<file path="src/rtl/mem_pkg.sv">
// Shared types and defaults for the memory responder: loader FSM states,
// CPU read/write encoding and the default geometry of the unified store.
package mem_pkg;
  localparam int AW = 8;
  localparam int DW = 16;
  localparam int BW = 8;

  localparam logic RW_READ  = 1'b1;
  localparam logic RW_WRITE = 1'b0;

  typedef enum logic [1:0] {IDLE, HI, LO, DONE} state_e;
endpackage

</file>
<file path="src/rtl/mem_array.sv">
// 2^AW x DW storage: one asynchronous read port and one clocked write port
// with a write enable per byte lane. Contents are never reset.
module mem_array #(
  parameter int AW = 8,
  parameter int DW = 16,
  parameter int BW = 8
) (
  input  logic          clk,
  input  logic [1:0]    we,
  input  logic [AW-1:0] waddr,
  input  logic [DW-1:0] wdata,
  input  logic [AW-1:0] raddr,
  output logic [DW-1:0] rdata
);
  logic [DW-1:0] mem [2**AW];

  always_ff @(posedge clk) begin
    for (int b = 0; b < 2; b++) begin
      if (we[b]) mem[waddr][b*BW +: BW] <= wdata[b*BW +: BW];
    end
  end

  assign rdata = mem[raddr];
endmodule

</file>
<file path="src/rtl/mem_responder.sv">
// Memory-side bus responder: combinational CPU reads, low-byte CPU writes and a
// byte-stream boot loader that fills memory while holding the CPU in reset.
module mem_responder
  import mem_pkg::*;
#(
  parameter int AW = mem_pkg::AW,
  parameter int DW = mem_pkg::DW,
  parameter int BW = mem_pkg::BW
) (
  input  logic          clk,
  input  logic          clr,
  input  logic [AW-1:0] cpu_adrs,
  input  logic          cpu_rw,
  input  logic [BW-1:0] cpu_dout,
  output logic [DW-1:0] cpu_din,
  output logic          cpu_clr,
  input  logic          ld_start,
  input  logic [AW-1:0] ld_base,
  input  logic [AW:0]   ld_words,
  input  logic          ld_valid,
  input  logic [BW-1:0] ld_data,
  output logic          ld_ready,
  output logic          ld_done
);
  state_e        state_q;
  logic [AW-1:0] wptr_q;
  logic [AW:0]   cnt_q;
  logic [BW-1:0] hold_q;
  logic          cpu_clr_q;
  logic          ld_ready_q;
  logic          ld_done_q;

  logic [1:0]    we;
  logic [AW-1:0] waddr;
  logic [DW-1:0] wdata;
  logic [DW-1:0] rdata;

  always_ff @(posedge clk or negedge clr) begin
    if (!clr) begin
      state_q    <= IDLE;
      wptr_q     <= '0;
      cnt_q      <= '0;
      hold_q     <= '0;
      cpu_clr_q  <= 1'b0;
      ld_ready_q <= 1'b0;
      ld_done_q  <= 1'b0;
    end else begin
      case (state_q)
        IDLE: begin
          cpu_clr_q <= 1'b1;
          if (ld_start && (ld_words != '0)) begin
            state_q    <= HI;
            wptr_q     <= ld_base;
            cnt_q      <= ld_words;
            cpu_clr_q  <= 1'b0;
            ld_ready_q <= 1'b1;
          end
        end
        HI: begin
          if (ld_valid) begin
            hold_q  <= ld_data;
            state_q <= LO;
          end
        end
        LO: begin
          if (ld_valid) begin
            wptr_q <= wptr_q + AW'(1);
            cnt_q  <= cnt_q - (AW+1)'(1);
            // The last low byte ends the load; ready drops as DONE is entered.
            if (cnt_q == (AW+1)'(1)) begin
              state_q    <= DONE;
              ld_ready_q <= 1'b0;
              ld_done_q  <= 1'b1;
            end else begin
              state_q <= HI;
            end
          end
        end
        DONE: begin
          state_q   <= IDLE;
          ld_done_q <= 1'b0;
          cpu_clr_q <= 1'b1;
        end
        default: state_q <= IDLE;
      endcase
    end
  end

  // Loader and CPU writes are exclusive by state, so a simple priority mux suffices.
  always_comb begin
    we    = 2'b00;
    waddr = cpu_adrs;
    wdata = {{(DW-BW){1'b0}}, cpu_dout};
    if ((state_q == LO) && ld_valid) begin
      we    = 2'b11;
      waddr = wptr_q;
      wdata = {hold_q, ld_data};
    end else if ((state_q == IDLE) && cpu_clr_q && (cpu_rw == RW_WRITE)) begin
      we = 2'b01;
    end
  end

  mem_array #(.AW(AW), .DW(DW), .BW(BW)) u_mem (
    .clk  (clk),
    .we   (we),
    .waddr(waddr),
    .wdata(wdata),
    .raddr(cpu_adrs),
    .rdata(rdata)
  );

  assign cpu_din  = (state_q == IDLE) ? rdata : '0;
  assign cpu_clr  = cpu_clr_q;
  assign ld_ready = ld_ready_q;
  assign ld_done  = ld_done_q;
endmodule

</file>
<file path="config.mk">
export PLATFORM = sky130hd
export DESIGN_NAME = mem_responder
export DESIGN_NICKNAME = d
export VERILOG_FILES = /design/src/rtl/mem_pkg.sv /design/src/rtl/mem_array.sv /design/src/rtl/mem_responder.sv
export SDC_FILE = /design/constraint.sdc
export NUM_CORES = 2
export LEC_CHECK = 0
export CELL_PAD_IN_SITES_DETAIL_PLACEMENT = 2
export CELL_PAD_IN_SITES_GLOBAL_PLACEMENT = 2
export CORE_MARGIN = 1
export CORE_UTILIZATION = 40
export CTS_BUF_LIST = sky130_fd_sc_hd__clkbuf_4
export CTS_CLUSTER_SIZE = 14
export DETAILED_ROUTE_END_ITERATION = 10
export HOLD_SLACK_MARGIN = 0.05
export PLACE_DENSITY = 0.73
export SLEW_MARGIN = 20
export SYNTH_ARGS = -nofsm -noshare
export SYNTH_HDL_FRONTEND = slang
export SYNTH_HIERARCHICAL = 1
export SYNTH_SLANG_ARGS = --single-unit
</file>
<file path="constraint.sdc">
create_clock -name clk -period 5.8 [get_ports clk]
set_clock_uncertainty 0.2 [all_clocks]
set_input_delay 0.58 -clock clk [delete_from_list [all_inputs] [get_ports clk]]
set_output_delay 0.58 -clock clk [all_outputs]
set_load 0.005 [all_outputs]
</file>
Word-level counts from Yosys, hierarchy flattened
Memories as Yosys holds them, arrays and structs flattened.
Cells that the tools add are included.
Widths: inputs -> output; s select.
{"block": "totals", "out_inout_bits": 19, "mem_count": 1, "register_bits": 30, "in_bits": 46, "mem_bits_rw": 4096, "wordCells": 62}
{"name": "u_mem.mem", "depth": 256, "width": 16, "rd": 1, "rd_clocked_by_memory_dff": 0, "wr": 1, "line": "mem_array.sv:15", "source": "logic [DW-1:0] mem [2**AW];"}
{"block": "classes", "reduce_logical": 14, "n_addsub": 2, "eq_ne": 8, "n_mux": 29, "n_bitwise": 1}
{"operator": "$mux 16", "n": 2}
{"operator": "$mux 8", "n": 3}
{"operator": "$mux 9", "n": 2}
{"operator": "$pmux 9 s2", "n": 1}
{"operator": "$pmux 8 s2", "n": 1}
{"operator": "$mux 1", "n": 11}
{"operator": "$mux 2", "n": 5}
{"operator": "$eq 9x1->1 const B", "n": 1}
{"operator": "$reduce_and 3->1", "n": 3}
{"operator": "$reduce_bool 9->1", "n": 1}
{"operator": "$sub 9x1->9 const B", "n": 1}
{"operator": "$add 8x1->8 const B", "n": 1}
{"operator": "$ne 2x2->1 const B", "n": 4}
{"operator": "$pmux 2 s4", "n": 1}
{"operator": "$pmux 1 s2", "n": 3}
{"operator": "$reduce_bool 2->1", "n": 3}
{"operator": "$eq 2x2->1 const B", "n": 2}
{"operator": "$logic_and 1x1->1", "n": 4}
{"operator": "$reduce_and 4->1", "n": 1}
{"operator": "$eq 2x1->1 const B", "n": 1}
{"operator": "$logic_not 2->1", "n": 1}
{"operator": "$reduce_and 2->1", "n": 1}
{"operator": "$not 1->1", "n": 1}

Depth between registers and ports, before layout
{"block": "logic_depth", "ltp_word": 7, "ltp_mapped": 13, "ltp_nobuf": 8}

Hierarchy
Netlist, hierarchy kept.
{"mod": "mem_array", "seq_area_each_um2": 122998.0, "area_each_um2": 159640.6, "n_inst": 1, "cells_per_inst": 7672}
{"mod": "mem_responder", "seq_area_each_um2": 750.7, "area_each_um2": 2255.9, "n_inst": 1, "cells_per_inst": 236}

Least setup slack after synthesis
No wires, ideal clock.
{"block": "synth_timing", "path_kind": "register to register", "startpoint": "register state_q[0]", "endpoint": "memory u_mem.mem[0][10] (data pin)", "n_path_buf": 3, "t_arrival_ns": 4.519, "stages_incl_launch_ff": 7, "t_required_ns": 4.727, "slack_ns": 0.208, "setup_time_ns": 0.873, "cell_sequence": "dfrtp_1 -> inv_1 -> ha_1 -> buf_6 -> buf_2 -> clkbuf_1 -> and3_1"}
{"block": "synth_via", "elab_chain_cells": 3}
{"element": "from (decl)", "line": "mem_responder.sv:25", "source": "state_e state_q;"}
{"element": "from (signal assigned)", "line": "mem_responder.sv:40", "source": "state_q <= IDLE;"}
{"element": "from (signal assigned)", "line": "mem_responder.sv:52", "source": "state_q <= HI;"}
{"element": "from (signal assigned)", "line": "mem_responder.sv:62", "source": "state_q <= LO;"}
{"element": "$eq 2x2->1", "line": "mem_responder.sv:94", "source": "if ((state_q == LO) && ld_valid) begin"}
{"element": "$logic_and 1x1->1", "line": "mem_responder.sv:94"}
{"element": "$mux 16", "line": "mem_responder.sv:94"}
{"element": "via wdata[10]", "line": "mem_responder.sv:35", "source": "logic [DW-1:0] wdata;"}
{"element": "to (decl)", "line": "mem_array.sv:15"}
The timed path passes the listed nets, and every way through them passes these cells.

Worst setup path after layout
{"block": "layout_timing", "startpoint": "memory u_mem.mem[169][0]", "endpoint": "output port cpu_din[0]"}
{"block": "layout_via", "elab_chain_cells": 2}
{"element": "$mem_v2 256x16"}
{"element": "via rdata[0]", "line": "mem_responder.sv:36", "source": "logic [DW-1:0] rdata;"}
{"element": "$mux 16", "line": "mem_responder.sv:112", "source": "assign cpu_din = (state_q == IDLE) ? rdata : '0;"}
{"element": "to (decl)", "line": "mem_responder.sv:15", "source": "output logic [DW-1:0] cpu_din,"}
The timed path passes the listed nets, and every way through them passes these cells.

==> results.yml <==
layout:
  mostFrequentLayoutCell: "edfxtp_1"
  final_cell_area_sq_um: 186200
  final_cell_mix: "edfxtp_1, clkbuf_4, mux4_2, mux2i_1, nor2_1"
  drive_above_1_share_pct: 32.23
  fill_cells: 36540
  finalNetCount: 9183
  area_growth_pct: 14.99
routing:
  vias: 97550
  routedWlPerCell_microns: 42.50
  drtAntennaViolNets: 0
  drt_wl_total_mm: 647.6
  vias_per_cell: 6.402
  dr.pass1.iters: 6
  drc: 0
  initialDrtViolationCount: 13500
logic_synthesis:
  syn_area_sq_um: 161900
  ys_ff_latch: 4126
  syn_nets: 7962
  ys_seq_area_share_pct: 76.44
  synth_top_flop_cell: "edfxtp_1"
  synthCells: 7908
  synth_edf_count: 4096
  synth_cell_types: 70
  yosys_warnings: 6
  synth-async-reset-ratio_pct: 0.7271
  syn_area_per_cell_sq_um: 20.47
sta:
  whs_ps: 282.5
  fin_crit_ps: 5823
  max_slew.worst_pin.slew_ps: 1324
  finalSetupViolations: 1
  slew_headroom_pct: 11.39
  fmax_mhz: 171.7
  hold_violations: 0
  finalMaxSlewViolations: 0
  setup_ws_ps: -22.62
  finalCritPeriodShare_pct: 100.4
power_and_ir_drop:
  clkPwrFrac_pct: 40.1
  p_seq_share_pct: 49.2
  vdd_drop_max_mv: 0.2175
  p_leak_nw: 61.72
  cell_internal_pwr_mw: 49.57
  switching_share_pct: 29.11
  switching_power_mw: 20.36
  power_frac_comb_pct: 10.7
  power_density_nw_per_um2: 375.6
worst_hold_path:
  hold_depth: 5
  min_path_type: "in -> reg"
run_status:
  violations: "negative setup slack"
  outcome: "finished, violations left"
global_routing:
  grt-ovfl-total: 0
  grt_usage_pct: 31.42
  grt_pass1_vias: 104800
  grt_start_max_net_pins: 177
  antenna_found_initial: 31
  grt_pass1_wl_mm: 886.0
cts:
  h-tree-depth: 7
  cts_sinks: 4126
  clk_latency_ps: 1770
  clk_pin_slew_ps: 80
  cts_tree: "done"
  cts_made_buffers: 1159
  cts-root-buf: "clkbuf_4"
  cts_buffer_depth: 5
setup_path:
  worstSetupEndpointType: "output port"
  critPathMaxStageDelay_ps: 540
  required_ps: 5020
  cp.arrival_ps: 5040
  cp_slowest_cell: "clkdlybuf4s50_1"
  path_max_fanout: 2
  crit_path_start_kind: "flop"
  crit_chain: "mux2i_1 -> o221ai_1 -> o22ai_1 -> o31ai_1 -> buf_4 -> o32ai_4 -> buf_6 -> nor4_1 -> and2_4 -> clkdlybuf4s50_1"
  worstSetupPathType: "reg -> out"
  worstRegToRegCells: 8
die:
  core-area_sq_um: 402900
  die_h_microns: 638.2
  die_area_sq_um: 407300
  io_pins: 65
  die_x_microns: 638.2
  rows: 233
  start_util_pct: 40.18
placed_design:
  place_congestion: 0.8481
  postPlaceCellArea_sq_um: 170900
  port_buffers: 64
  hpwlAfterDp_mm: 347.1
flow_run:
  drv_cap: 0
[final timing paths]
check	from	to	slack (ps)
min in group asynchronous	clr	cnt_q[6]$_DFFE_PN0P_	720
hold / removal	cpu_rw	u_mem/mem[117][2]$_DFFE_PP_	280
hold reg to reg	ld_done$_DFFE_PN0P_	ld_done$_DFFE_PN0P_	510
setup reg to reg	state_q[0]$_DFFE_PN0P_	u_mem/mem[37][10]$_DFFE_PP_	120
setup / recovery	u_mem/mem[169][0]$_DFFE_PP_	cpu_din[0]	-20
max in group asynchronous	clr	hold_q[6]$_DFFE_PN0P_	2800
[state kept, by name, summed over array words and instances, names as in the netlist]
| signal | flops |
|---|---|
| ld_ready | 1 |
| cnt_q | 9 |
| wptr_q | 8 |
| u_mem/mem | 4096 |
| cpu_clr | 1 |
| ld_done | 1 |
| hold_q | 8 |
| state_q | 2 |
[per-stage QoR]
step                power [mW]  setup TNS, ps  setup WS [ps]  instances  util (%)
floorplan                38.35              0          207.7       7908         -
global placement         40.91              0          127.8      13280     42.42
detailed placement       41.55              0          9.448      13280     42.42
CTS                      68.93         -50.74         -50.74      15210     46.16
global route             71.24         -97.07         -40.92      15230     46.20
finish                   69.93         -22.62         -22.62      15240     46.21
[power by group through the flow]
stage                     Sequential (mW)  Combinational, mW  Clock [mW]
after detailed placement             35.0               6.56           0
final                                34.4               7.48        28.0
after global routing                 34.4               7.43        29.4
after floorplan                      35.2               3.16           0
after CTS                            34.4               7.02        27.6
after global placement               34.9               5.96           0
[layer usage]
layer / part of all wire, % / track usage [%] / vias up
met5: 0.026 / 0 / -
met4: 6.6 / 19.63 / 26
met3: 8.6 / 7.582 / 2102
met2: 50 / 52.57 / 7197
met1: 35 / 36.46 / 52190
li1: - / - / 36030
[timing repair]
action / 4_1_cts / 5_1_grt
pin swaps: 19 / 3
setup buffers: 1 / 0
hold endpoints to repair: 990 / 0
hold buffers: 94 / 0
resized for setup: 117 / 13
setup endpoints to repair: 16 / 7
[synthesized netlist by cell type, types with 30 or more instances]
library cell	count	area, sq um
o21ai_0	33	165.2
nor3_1	109	545.5
clkbuf_1	295	1107
dfrtp_1	30	750.7
nor2_1	537	2016
mux2i_1	624	6246
nand3_1	54	270.3
nand4_1	32	200.2
mux2_2	88	991.0
mux4_2	784	17660
buf_4	30	225.2
nand2_1	70	262.8
buf_6	83	934.7
a22o_1	32	280.3
a22oi_1	30	225.2
o22ai_1	173	1082
a21oi_1	202	1011
o221ai_1	264	2312
buf_2	68	340.3
edfxtp_1	4096	123000
[cell type report]
class / instances / area, sq um / area share, %
Timing Repair Buffer: 569 / 5822 / 3.127
Clock inverter: 191 / 1072 / 0.5760
Sequential cell: 4126 / 123700 / 66.47
Multi-Input combinational cell: 3259 / 36280 / 19.49
Antenna cell: 31 / 77.57 / 0.04167
Inverter: 14 / 65.06 / 0.03495
Tap cell: 5405 / 6763 / 3.633
Clock buffer: 1643 / 12330 / 6.626
[worst max-delay path: cells and delay by family, from the launching register on]
kind,cells,cell delay [ps]
muxes,1,80
DFF,1,360
buffers and inverters,3,930
and+or+nand+nor,2,850
AOI/OAI and AO/OA,4,1040
[cell families (layout without fill, tap and decap cells)]
group | Yosys count | count (layout) | synth area share [%]
multiplexers | 1496 | 1496 | 15.38
adder cells (fa/ha/maj) | 8 | 8 | 0.06183
buffers and inverters | 523 | 2417 | 1.878
AO/OA/AOI/OAI | 842 | 842 | 3.715
flip-flops | 4126 | 4126 | 76.44
AND/OR/NAND/NOR | 913 | 913 | 2.532
other | 0 | 31 | 0
Note: power is estimated with default switching activity, not from simulation.
